<file path="config.mk">
export PLATFORM = sky130hd
export DESIGN_NAME = sensor_poll_scheduler
export DESIGN_NICKNAME = d
export VERILOG_FILES = /design/src/rtl/sensor_sched_pkg.sv /design/src/rtl/rr_pick.sv /design/src/rtl/sensor_poll_scheduler.sv
export SDC_FILE = /design/constraint.sdc
export NUM_CORES = 1
export LEC_CHECK = 0
export ABC_AREA = 1
export CAP_MARGIN = 5
export CORE_ASPECT_RATIO = 1.1
export CORE_MARGIN = 2
export CORE_UTILIZATION = 52
export DETAILED_ROUTE_END_ITERATION = 8
export GPL_TIMING_DRIVEN = 0
export PLACE_DENSITY = 0.81
export SYNTH_ARGS = -nofsm -noshare
export SYNTH_HDL_FRONTEND = slang
export SYNTH_HIERARCHICAL = 1
export SYNTH_SLANG_ARGS = --single-unit
</file>
<file path="constraint.sdc">
create_clock -name clock -period 4.62 [get_ports clock]
set_clock_uncertainty 0.05 [all_clocks]
set_input_delay 0.462 -clock clock [delete_from_list [all_inputs] [get_ports clock]]
set_output_delay 0.462 -clock clock [all_outputs]
set_load 0.05 [all_outputs]
</file>
<file path="src/rtl/sensor_sched_pkg.sv">
// rtl/sensor_sched_pkg.sv - shared codes, state encoding and default widths for the sensor poll scheduler
package sensor_sched_pkg;

   localparam int ADDR_W_DEF = 5;
   localparam int FRAME_W    = 40;

   typedef enum logic [1:0] {
      OP_NOP        = 2'b00,
      OP_ONESHOT    = 2'b01,
      OP_LOOP_START = 2'b10,
      OP_LOOP_STOP  = 2'b11
   } cmd_op_e;

   typedef enum logic [1:0] {
      ST_OK         = 2'b00,
      ST_SENSOR_ERR = 2'b01,
      ST_TIMEOUT    = 2'b10
   } result_status_e;

   localparam logic [2:0] S_IDLE   = 3'd0;
   localparam logic [2:0] S_PICK   = 3'd1;
   localparam logic [2:0] S_START  = 3'd2;
   localparam logic [2:0] S_WAIT   = 3'd3;
   localparam logic [2:0] S_OUTPUT = 3'd4;
   localparam logic [2:0] S_GAP    = 3'd5;

endpackage

</file>
<file path="src/rtl/rr_pick.sv">
// rtl/rr_pick.sv - combinational round-robin first-set-bit finder starting at a pointer
module rr_pick #(
   parameter int NUM_SENSORS = 32,
   parameter int ADDR_W      = 5
) (
   input  logic [NUM_SENSORS-1:0] mask,
   input  logic [ADDR_W-1:0]      ptr,
   output logic                   found,
   output logic [ADDR_W-1:0]      index
);

   logic [NUM_SENSORS-1:0] rot;
   logic [ADDR_W:0]        sum;

   // Rotate so bit 0 is the pointer position; scan downwards so the lowest offset wins.
   always_comb begin
      rot   = NUM_SENSORS'({mask, mask} >> ptr);
      found = 1'b0;
      index = '0;
      sum   = '0;
      for (int i = NUM_SENSORS - 1; i >= 0; i--) begin
         if (rot[i]) begin
            found = 1'b1;
            sum   = {1'b0, ptr} + (ADDR_W+1)'(i);
            if (sum >= (ADDR_W+1)'(NUM_SENSORS))
               sum = sum - (ADDR_W+1)'(NUM_SENSORS);
            index = sum[ADDR_W-1:0];
         end
      end
   end

endmodule

</file>
<file path="src/rtl/sensor_poll_scheduler.sv">
// rtl/sensor_poll_scheduler.sv - shares one sensor driver across one-shot and round-robin polled addresses
// Optional error statistics (err_count, stats_clear) with SENSOR_SCHED_STATS_EN.
module sensor_poll_scheduler
   import sensor_sched_pkg::*;
#(
   parameter int NUM_SENSORS    = 32,
   parameter int ADDR_W         = ADDR_W_DEF,
   parameter int TIMEOUT_CYCLES = 2_500_000,
   parameter int GAP_CYCLES     = 50_000_000
) (
   input  logic                   clock,
   input  logic                   reset_n,
   input  logic                   cmd_valid,
   output logic                   cmd_ready,
   input  logic [1:0]             cmd_op,
   input  logic [ADDR_W-1:0]      cmd_addr,
   output logic                   sensor_start,
   output logic [ADDR_W-1:0]      sensor_addr,
   input  logic                   sensor_done,
   input  logic                   sensor_error,
   input  logic [FRAME_W-1:0]     sensor_data,
   output logic                   result_valid,
   input  logic                   result_ready,
   output logic [ADDR_W-1:0]      result_addr,
   output logic [FRAME_W-1:0]     result_data,
   output logic [1:0]             result_status,
   output logic [NUM_SENSORS-1:0] loop_mask,
`ifdef SENSOR_SCHED_STATS_EN
   output logic [7:0]             err_count,
   input  logic                   stats_clear,
`endif
   output logic                   busy
);

   logic [2:0]             state;
   logic [31:0]            cnt;
   logic                   oneshot_pend;
   logic [ADDR_W-1:0]      oneshot_addr;
   logic [ADDR_W-1:0]      rr_ptr;
   logic                   pick_found;
   logic [ADDR_W-1:0]      pick_idx;
   logic                   cmd_fire;
   logic                   addr_ok;
   logic [NUM_SENSORS-1:0] addr_bit;

   assign cmd_ready = !oneshot_pend;
   assign busy      = (state != S_IDLE);
   assign cmd_fire  = cmd_valid && cmd_ready;
   assign addr_ok   = (32'(cmd_addr) < 32'(NUM_SENSORS));
   assign addr_bit  = {{(NUM_SENSORS-1){1'b0}}, 1'b1} << cmd_addr;

   rr_pick #(
      .NUM_SENSORS (NUM_SENSORS),
      .ADDR_W      (ADDR_W)
   ) u_rr_pick (
      .mask  (loop_mask),
      .ptr   (rr_ptr),
      .found (pick_found),
      .index (pick_idx)
   );

   // Command intake; the one-shot slot is drained by PICK, which cannot coincide with a new one-shot.
   always_ff @(posedge clock or negedge reset_n) begin
      if (!reset_n) begin
         oneshot_pend <= 1'b0;
         oneshot_addr <= '0;
         loop_mask    <= '0;
      end else begin
         if (state == S_PICK && oneshot_pend)
            oneshot_pend <= 1'b0;
         if (cmd_fire && addr_ok) begin
            case (cmd_op)
               OP_ONESHOT: begin
                  oneshot_pend <= 1'b1;
                  oneshot_addr <= cmd_addr;
               end
               OP_LOOP_START: loop_mask <= loop_mask | addr_bit;
               OP_LOOP_STOP:  loop_mask <= loop_mask & ~addr_bit;
               default: ;
            endcase
         end
      end
   end

   always_ff @(posedge clock or negedge reset_n) begin
      if (!reset_n) begin
         state         <= S_IDLE;
         cnt           <= '0;
         rr_ptr        <= '0;
         sensor_start  <= 1'b0;
         sensor_addr   <= '0;
         result_valid  <= 1'b0;
         result_addr   <= '0;
         result_data   <= '0;
         result_status <= '0;
      end else begin
         case (state)
            S_IDLE: begin
               if (oneshot_pend || (|loop_mask))
                  state <= S_PICK;
            end
            S_PICK: begin
               // Address is presented together with the start pulse so it is stable for its whole life.
               if (oneshot_pend) begin
                  sensor_addr  <= oneshot_addr;
                  sensor_start <= 1'b1;
                  cnt          <= '0;
                  state        <= S_START;
               end else if (pick_found) begin
                  sensor_addr  <= pick_idx;
                  rr_ptr       <= (pick_idx == ADDR_W'(NUM_SENSORS - 1)) ? '0 : pick_idx + 1'b1;
                  sensor_start <= 1'b1;
                  cnt          <= '0;
                  state        <= S_START;
               end else begin
                  state <= S_IDLE;
               end
            end
            S_START: begin
               sensor_start <= 1'b0;
               cnt          <= cnt + 32'd1;
               state        <= S_WAIT;
            end
            S_WAIT: begin
               // The start cycle is counted, so a timeout result lands TIMEOUT_CYCLES after the pulse.
               if (sensor_done) begin
                  result_valid  <= 1'b1;
                  result_addr   <= sensor_addr;
                  result_data   <= sensor_error ? '0 : sensor_data;
                  result_status <= sensor_error ? ST_SENSOR_ERR : ST_OK;
                  state         <= S_OUTPUT;
               end else if (cnt == 32'(TIMEOUT_CYCLES - 1)) begin
                  result_valid  <= 1'b1;
                  result_addr   <= sensor_addr;
                  result_data   <= '0;
                  result_status <= ST_TIMEOUT;
                  state         <= S_OUTPUT;
               end else begin
                  cnt <= cnt + 32'd1;
               end
            end
            S_OUTPUT: begin
               if (result_ready) begin
                  result_valid <= 1'b0;
                  cnt          <= '0;
                  state        <= S_GAP;
               end
            end
            S_GAP: begin
               if (cnt == 32'(GAP_CYCLES - 1))
                  state <= S_IDLE;
               else
                  cnt <= cnt + 32'd1;
            end
            default: state <= S_IDLE;
         endcase
      end
   end

`ifdef SENSOR_SCHED_STATS_EN
   always_ff @(posedge clock or negedge reset_n) begin
      if (!reset_n)
         err_count <= '0;
      else if (stats_clear)
         err_count <= '0;
      else if (state == S_OUTPUT && result_valid && result_ready &&
               result_status != ST_OK && err_count != 8'hFF)
         err_count <= err_count + 8'd1;
   end
`endif

endmodule

</file>
==> results of run 1 <==
[layout make-up]
cell class / count / area (um^2)
inverter: 96 / 385.4
tap: 290 / 362.8
buffer: 104 / 734.5
multi-input combinational: 1417 / 7153
timing repair buffer: 173 / 1723
sequential: 132 / 3307
fill: 1896 / 6912
clock inverter: 15 / 227.7
clock buffer: 17 / 425.4
[repair_timing]
item | 4_1_cts | 5_1_grt
endpoints found under the hold margin | 35 | 0
hold buffers | 1 | 0
cloned | 0 | 3
pin swaps | 0 | 14
setup endpoints to repair | 19 | 38
setup buffers | 0 | 29
gates resized for setup | 11 | 89
[worst paths after layout]
path,start,to,slack (ps)
hold reg to reg,oneshot_addr[2],oneshot_addr[2],440
setup reg to reg,rr_ptr[1],rr_ptr[3],160
hold / removal,oneshot_addr[2],oneshot_addr[2],440
max in group asynchronous,reset_n,rr_ptr[2],3220
setup / recovery,rr_ptr[1],rr_ptr[3],160
min in group asynchronous,reset_n,cnt[5],510
[worst register-to-register path: cells and delay by family, from the launching register on]
| kind | cells | cell delay (ps) |
|---|---|---|
| and+or+nand+nor | 31 | 1960 |
| AOI/OAI and AO/OA | 3 | 450 |
| buffers and inverters | 6 | 930 |
| xor gates and xnor gates | 1 | 240 |
| DFF | 1 | 420 |
| adders and majority gates | 2 | 350 |
[stage by stage]
stage | cells | util (%) | setup WS [ps]
2_1_floorplan | 1750 | - | 484.1
3_3_place_gp | 2179 | 61.17 | -2189
3_5_place_dp | 2180 | 61.31 | -553.7
4_1_cts | 2212 | 64.65 | 5.658
5_1_grt | 2244 | 67.44 | -134.0
6_report | 2244 | 67.44 | 155.6
[cells by family after synthesis]
| kind of cell | after synthesis |
|---|---|
| compound gates | 289 |
| xor+xnor | 24 |
| fa+ha+maj | 14 |
| buf+inv | 201 |
| flops | 132 |
| mux | 7 |
| simple gates | 1083 |
[metal layers]
metal,GRT usage [%],wire length [um],part of all wire [%],vias up
li1,-,-,-,6205
met1,47.76,16920,41,6151
met2,57.32,19580,47,722
met3,5.082,3201,7.7,155
met4,16.18,1859,4.5,0
met5,0,0,0,-
[power by group through the flow]
stage	combinational [uW]	clock [uW]	sequential, uW
global route	10300	1570	1830
CTS	8590	1520	1790
floorplan	5500	0	2470
finish	9540	1510	1810
detailed placement	8480	0	1810
global placement	8390	0	1810
[cells in the final DEF (no fill, tap or decap), drive strengths merged, types with 2 or more instances in the layout]
master / count
nand4: 5
nand2: 580
xnor2: 8
or2: 6
clkbuf: 46
dfrtp: 132
mux2i: 7
nor2: 152
o21bai: 2
o21ai: 65
ha: 14
nand3b: 3
a31oi: 37
xor2: 16
clkinv: 7
a21o: 2
nor3: 7
o21a: 3
bufinv: 3
clkdlybuf4s50: 138
a21oi: 180
nor4: 8
inv: 100
nand3: 320
buf: 109
==> results.txt, run 1 <==
----------------------------------------------------
[GRT]
  Vias in the first global route ... around 12000
  Overall track demand over capacity in global routing ... between 30% and 40%
  GRT Residual Overflow ... 0
  Number of antenna violations at the first check in global routing ... 0
  Global-route wire length before repair ... ~63000 um
  Maximum number of pins on one net before global-route repair ... 73

[Critical path]
  Longest individual stage delay on the worst path ... 420 ps
  Count of cells along the worst register-to-register path ... 43
  Arrival time worst endpoint ... 4750 ps
  Crit-path leading delay family ... simple AND/OR/NAND/NOR gates
  Cell seen most often among critical-path stages ... sky130_fd_sc_hd__nand2_1
  Crit path depth ... 43
  Buffer and inverter count on the worst path ... 6
  Max Fanout on Critical Path ... 13
  Kind of capture point of the worst setup path ... flop
  Data required time at the worst endpoint ... ~4900 ps
  Cell at the slowest stage of the critical path ... sky130_fd_sc_hd__dfrtp_2
  Start-to-end type of the worst setup path ... flop to flop
  Crit start category ... flop

[Synth]
  Mapped cell area ... roughly 0.011 mm^2
  Number of synthesized flops with an enable pin ... 0
  Xor and xnor fraction of the mapped netlist area ... under 10%
  Syn nets ... between 1500 and 2000
  Prevailing post-synth register cell ... sky130_fd_sc_hd__dfrtp_1
  Combinational family with the most area after synthesis ... simple AND/OR/NAND/NOR gates
  Most used standard cells in the synthesized netlist ... 541 x sky130_fd_sc_hd__nand2_1, 282 x sky130_fd_sc_hd__nand3_1, 176 x sky130_fd_sc_hd__a21oi_1
  Arithmetic-cell share of the synthesized area counting full adders, half adders and majority gates ... approximately 1.6%
  Flop and latch count out of synthesis ... ~130
  Fraction of synthesis flops using an asynchronous set or reset pin ... 100.0%
  Part of the Yosys area used for sequential elements ... roughly 29%
  Synth area leaders ... sky130_fd_sc_hd__dfrtp_1 29%, sky130_fd_sc_hd__nand2_1 18%, sky130_fd_sc_hd__nand3_1 13%
  Multiplexer fraction of the synthesized cell area ... less than 1%
  Number of distinct standard cells referenced by the synthesized netlist ... 48
  Number of instances in the synthesized netlist ... about 1800
  Simple logic cell fraction of the synthesized area ... 43.60%
  Synth area leader ... sky130_fd_sc_hd__dfrtp_1
  Synthesized-area fraction occupied by ao, oa, aoi and oai cells ... between 10% and 20%
  Area share of the leading cell type in the synthesized netlist ... 29.41%
  Ys Warns ... 6
  Leading cell type by number of instances after synthesis ... sky130_fd_sc_hd__nand2_1
  Synthesized area per cell ... ~6.4 um^2

[Floorplanning]
  I/O pin count ... 141
  Height of the die ... 158.2 um
  Overall die width ... between 100 and 150 um
  Initial core utilization ... approximately 53%
  Overall die area ... 0.02280 mm^2
  Total number of placement rows ... 56
  Core Box Area ... about 0.021 mm^2

[Routing]
  DRT Wirelength ... ~42000 um
  Via count ... about 13000
  DRC violations left ... 0
  Initial DRT Pass Iterations ... 6
  Number of nets with antenna violations after detailed routing ... 0
  Initial DRC Count ... about 1300
  Detail-routed via count per cell ... roughly 5.9
  Routed wirelength normalized by instance count ... about 19 um

[Place]
  Final HPWL from detailed placement ... around 30000 um
  PortBufs ... 139
  Final GP Congestion ... 1.003
  Placed Instance Area ... around 0.013 mm^2

[STA]
  Final critical-path share of the clock period ... 96.63%
  Min Clock Period, post-route ... between 4000 and 5000 ps
  Max-slew headroom at the worst pin ... about half
  Count of final hold-check violations ... 0
  Max frequency ... about 0.22 GHz
  Tightest hold margin ... about 440 ps
  Setup repair after global routing missed its margin ... true
  Count of final setup violators ... 0
  Total negative slack for setup checks ... 0 ps
  Number of slew-limit violations in the final report ... 0
  Transition at the pin with the smallest max-transition slack ... roughly 720 ps

[Clock tree]
  Clock tree root driver cell ... sky130_fd_sc_hd__clkbuf_16
  CTS tree ... built
  CTS H-tree depth ... 4
  CTS Sinks ... 132
  Insertion delay to the later sink of the worst-skew pair ... between 400 and 500 ps
  Total CTS buffers ... 17
  Clock transition at path regs ... 60 ps
  Number of buffers on the longest clock path ... 2

[Power and ir drop]
  Int Pwr ... 5659 uW
  Maximum resistive drop on vdd ... about 0.40 mV
  Post-route total power ... 12870 uW
  Leakage power figure ... 0.006762 uW
  Share of power burned in registers ... around 14%
  Share of power burned in combinational logic ... between 70% and 80%
  Switching power summed over all nets ... 7209 uW
  Power per Cell Area ... 898.7 mW/mm^2
  Fraction of power spent switching nets ... 56.02%
  Part of the total power dissipated in the clock network ... about an eighth

[Layout]
  Fin nets ... about 2000
  Area growth from synthesis to layout ... 27.47%
  Fraction of layout instances using a drive strength above 1 ... between 15 and 20%
  Antenna diode instance count ... 0
  Design area ... roughly 0.014 mm^2

[Outcome]
  Outcome ... finished, final reports clean

[Job]
  Count of max-cap constraint violations ... 0

[Worst hold path]
  Min-Delay Path Depth ... 2
  Hold/Removal Path Class ... flop to flop

----------------------------------------------------
No activity file was read; power rests on OpenSTA's default activity.
==> run 2: changes to the inputs <==
--- a/config.mk
+++ b/config.mk
@@ -8,11 +8,10 @@
 export ABC_AREA = 1
 export CAP_MARGIN = 5
 export CORE_ASPECT_RATIO = 1.1
-export CORE_MARGIN = 2
 export CORE_UTILIZATION = 52
 export DETAILED_ROUTE_END_ITERATION = 8
 export GPL_TIMING_DRIVEN = 0
-export PLACE_DENSITY = 0.81
+export PLACE_DENSITY = 0.75
 export SYNTH_ARGS = -nofsm -noshare
 export SYNTH_HDL_FRONTEND = slang
 export SYNTH_HIERARCHICAL = 1
==> results.txt, run 2 (synthesis results as in run 1) <==
----------------------------------------------------
[Outcome]
  Outcome ... finished, final reports clean

[Critical path]
  Data required time at the worst endpoint ... 4910 ps
  Arrival time worst endpoint ... 4700 ps
  Kind of capture point of the worst setup path ... flop
  Start-to-end type of the worst setup path ... flop to flop
  Crit start category ... flop
  Count of cells along the worst register-to-register path ... 43
  Longest individual stage delay on the worst path ... approximately 450 ps
  Max Fanout on Critical Path ... 10
  Cell at the slowest stage of the critical path ... sky130_fd_sc_hd__dfrtp_2
  Cell seen most often among critical-path stages ... sky130_fd_sc_hd__nand2_1

[Power and ir drop]
  Power per Cell Area ... 909.6 mW/mm^2
  Maximum resistive drop on vdd ... about 0.36 mV
  Leakage power figure ... between 0.006 and 0.007 uW

[Routing]
  Initial DRC Count ... between 1000 and 1500
  M1 wire length ... about 17000 um
  DRC violations left ... 0
  Number of nets with antenna violations after detailed routing ... 0
  Via count ... 13220
  Initial DRT Pass Iterations ... 6
  Routed length on met2 ... 20770 um
  DRT Wirelength ... 42610 um
  Routed wirelength normalized by instance count ... about 19 um
  Met3 WL post-DR ... 2997 um
  Detail-routed via count per cell ... slightly below 6
  Uppermost metal layer occupied by signal nets ... met4

[GRT]
  Number of antenna violations at the first check in global routing ... 0
  Global-route wire length before repair ... 64540 um
  Overall track demand over capacity in global routing ... 37.74%
  Maximum number of pins on one net before global-route repair ... 71
  GRT Residual Overflow ... 0
  Vias in the first global route ... between 10000 and 15000

[STA]
  Count of final setup violators ... 0
  Min Clock Period, post-route ... 4411 ps
  Worst Setup Slack, final ... around 210 ps
  Transition at the pin with the smallest max-transition slack ... a little over 700 ps
  Setup repair after global routing missed its margin ... true
  Final critical-path share of the clock period ... 95.47%
  Max frequency ... 0.2267 GHz
  Number of slew-limit violations in the final report ... 0
  Count of final hold-check violations ... 0
  Tightest hold margin ... ~450 ps
  Max-slew headroom at the worst pin ... 52.22%

[Floorplanning]
  Total number of placement rows ... 56
  Core Box Area ... between 0.02 and 0.025 mm^2
  Height of the die ... about 160 um
  Overall die width ... ~140 um
  Initial core utilization ... 52.91%
  Overall die area ... 0.02219 mm^2
  I/O pin count ... 141

[Layout]
  Layout fillers ... between 1500 and 2000
  Fin nets ... around 2000
  Most common library cell in the layout ignoring fill and taps ... sky130_fd_sc_hd__nand2_1
  Area growth from synthesis to layout ... 29.86%
  Antenna diode instance count ... 0
  Fraction of layout instances using a drive strength above 1 ... ~17%
  Most frequent cells in the layout ... 528 x sky130_fd_sc_hd__nand2_1, 246 x sky130_fd_sc_hd__nand3_1, 175 x sky130_fd_sc_hd__a21oi_1, 145 x sky130_fd_sc_hd__nor2_1, 138 x sky130_fd_sc_hd__clkdlybuf4s50_1
  Number of cells in the finished layout apart from fillers ... about 2300

[Clock tree]
  Total CTS buffers ... 17
  Clock tree root driver cell ... sky130_fd_sc_hd__clkbuf_16
  Insertion delay to the later sink of the worst-skew pair ... 430 ps
  CTS Sinks ... approximately 130
  CTS tree ... built
  Clock transition at path regs ... about 60 ps
  CTS H-tree depth ... 4
  Number of buffers on the longest clock path ... 2

[Place]
  PortBufs ... between 100 and 150
  Total instance count after detailed placement ... 2180
  Final HPWL from detailed placement ... 31510 um
  Final GP Congestion ... just over 1
  DP Worst Slack ... -633.9 ps

[Worst hold path]
  Hold/Removal Path Class ... flop to flop
  Min-Delay Path Depth ... 2

[Job]
  Count of max-cap constraint violations ... 0

----------------------------------------------------
-- run 2: routing by layer --
layer / up-vias / track usage, %
li1: 6224 / -
met1: 6183 / 47.67
met2: 657 / 63.80
met3: 156 / 5.218
met4: 0 / 17.15
met5: - / 0
-- run 2: path summary, 6_finish.rpt --
check / start / endpoint / slack, ps
min in group asynchronous: reset_n / cnt[17] / 520
setup / recovery: rr_ptr[0] / rr_ptr[2] / 210
setup reg to reg: rr_ptr[0] / rr_ptr[2] / 210
max in group asynchronous: reset_n / rr_ptr[1] / 3200
hold reg to reg: oneshot_addr[0] / oneshot_addr[0] / 450
hold / removal: oneshot_addr[0] / oneshot_addr[0] / 450
-- run 2: cell type report --
cell class,instances,area (um^2),share of cell area [%]
Clock buffer,18,439.2,3.011
Timing Repair Buffer,180,1805,12.38
Clock inverter,14,180.2,1.235
Timing Repair inverter,1,8.758,0.06004
Multi-Input combinational cell,1418,7330,50.24
Tap cell,290,362.8,2.487
Inverter,96,387.9,2.659
Buffer,104,765.7,5.249
Sequential cell,132,3308,22.68
-- run 2: report_power, final --
group          total (uW)  switching, uW  internal [uW]
clock network        1440            604            839
registers            1820            376           1450
logic               10000           6450           3550
-- run 2: critical path, delay by kind of cell (launching register included) --
family                     cells  cell delay (ps)
buffers and inverters          3              480
DFF                            1              450
AOI/OAI and AO/OA              3              400
and+or+nand+nor               36             2760
adders and majority gates      1              180
-- run 2: through the flow --
stage | area, um^2 | setup TNS, ps | utilization [%] | total power (uW)
after floorplan | 11230 | 0 | - | 7971
after global placement | 12990 | -290470 | 61.17 | 10320
after detailed placement | 13020 | -3386 | 61.31 | 10400
after CTS | 13720 | 0 | 64.63 | 11970
after global routing | 14590 | -236.8 | 68.71 | 14100
final | 14590 | 0 | 68.71 | 13270
-- run 2: what timing repair did --
| action | CTS | global route |
|---|---|---|
| setup buffers | 1 | 34 |
| gates resized for setup | 15 | 127 |
| cloned | 0 | 6 |
| hold endpoints to repair | 5 | 0 |
| hold buffers | 1 | 0 |
| pin swaps | 1 | 18 |
| endpoints found under the setup margin | 18 | 39 |
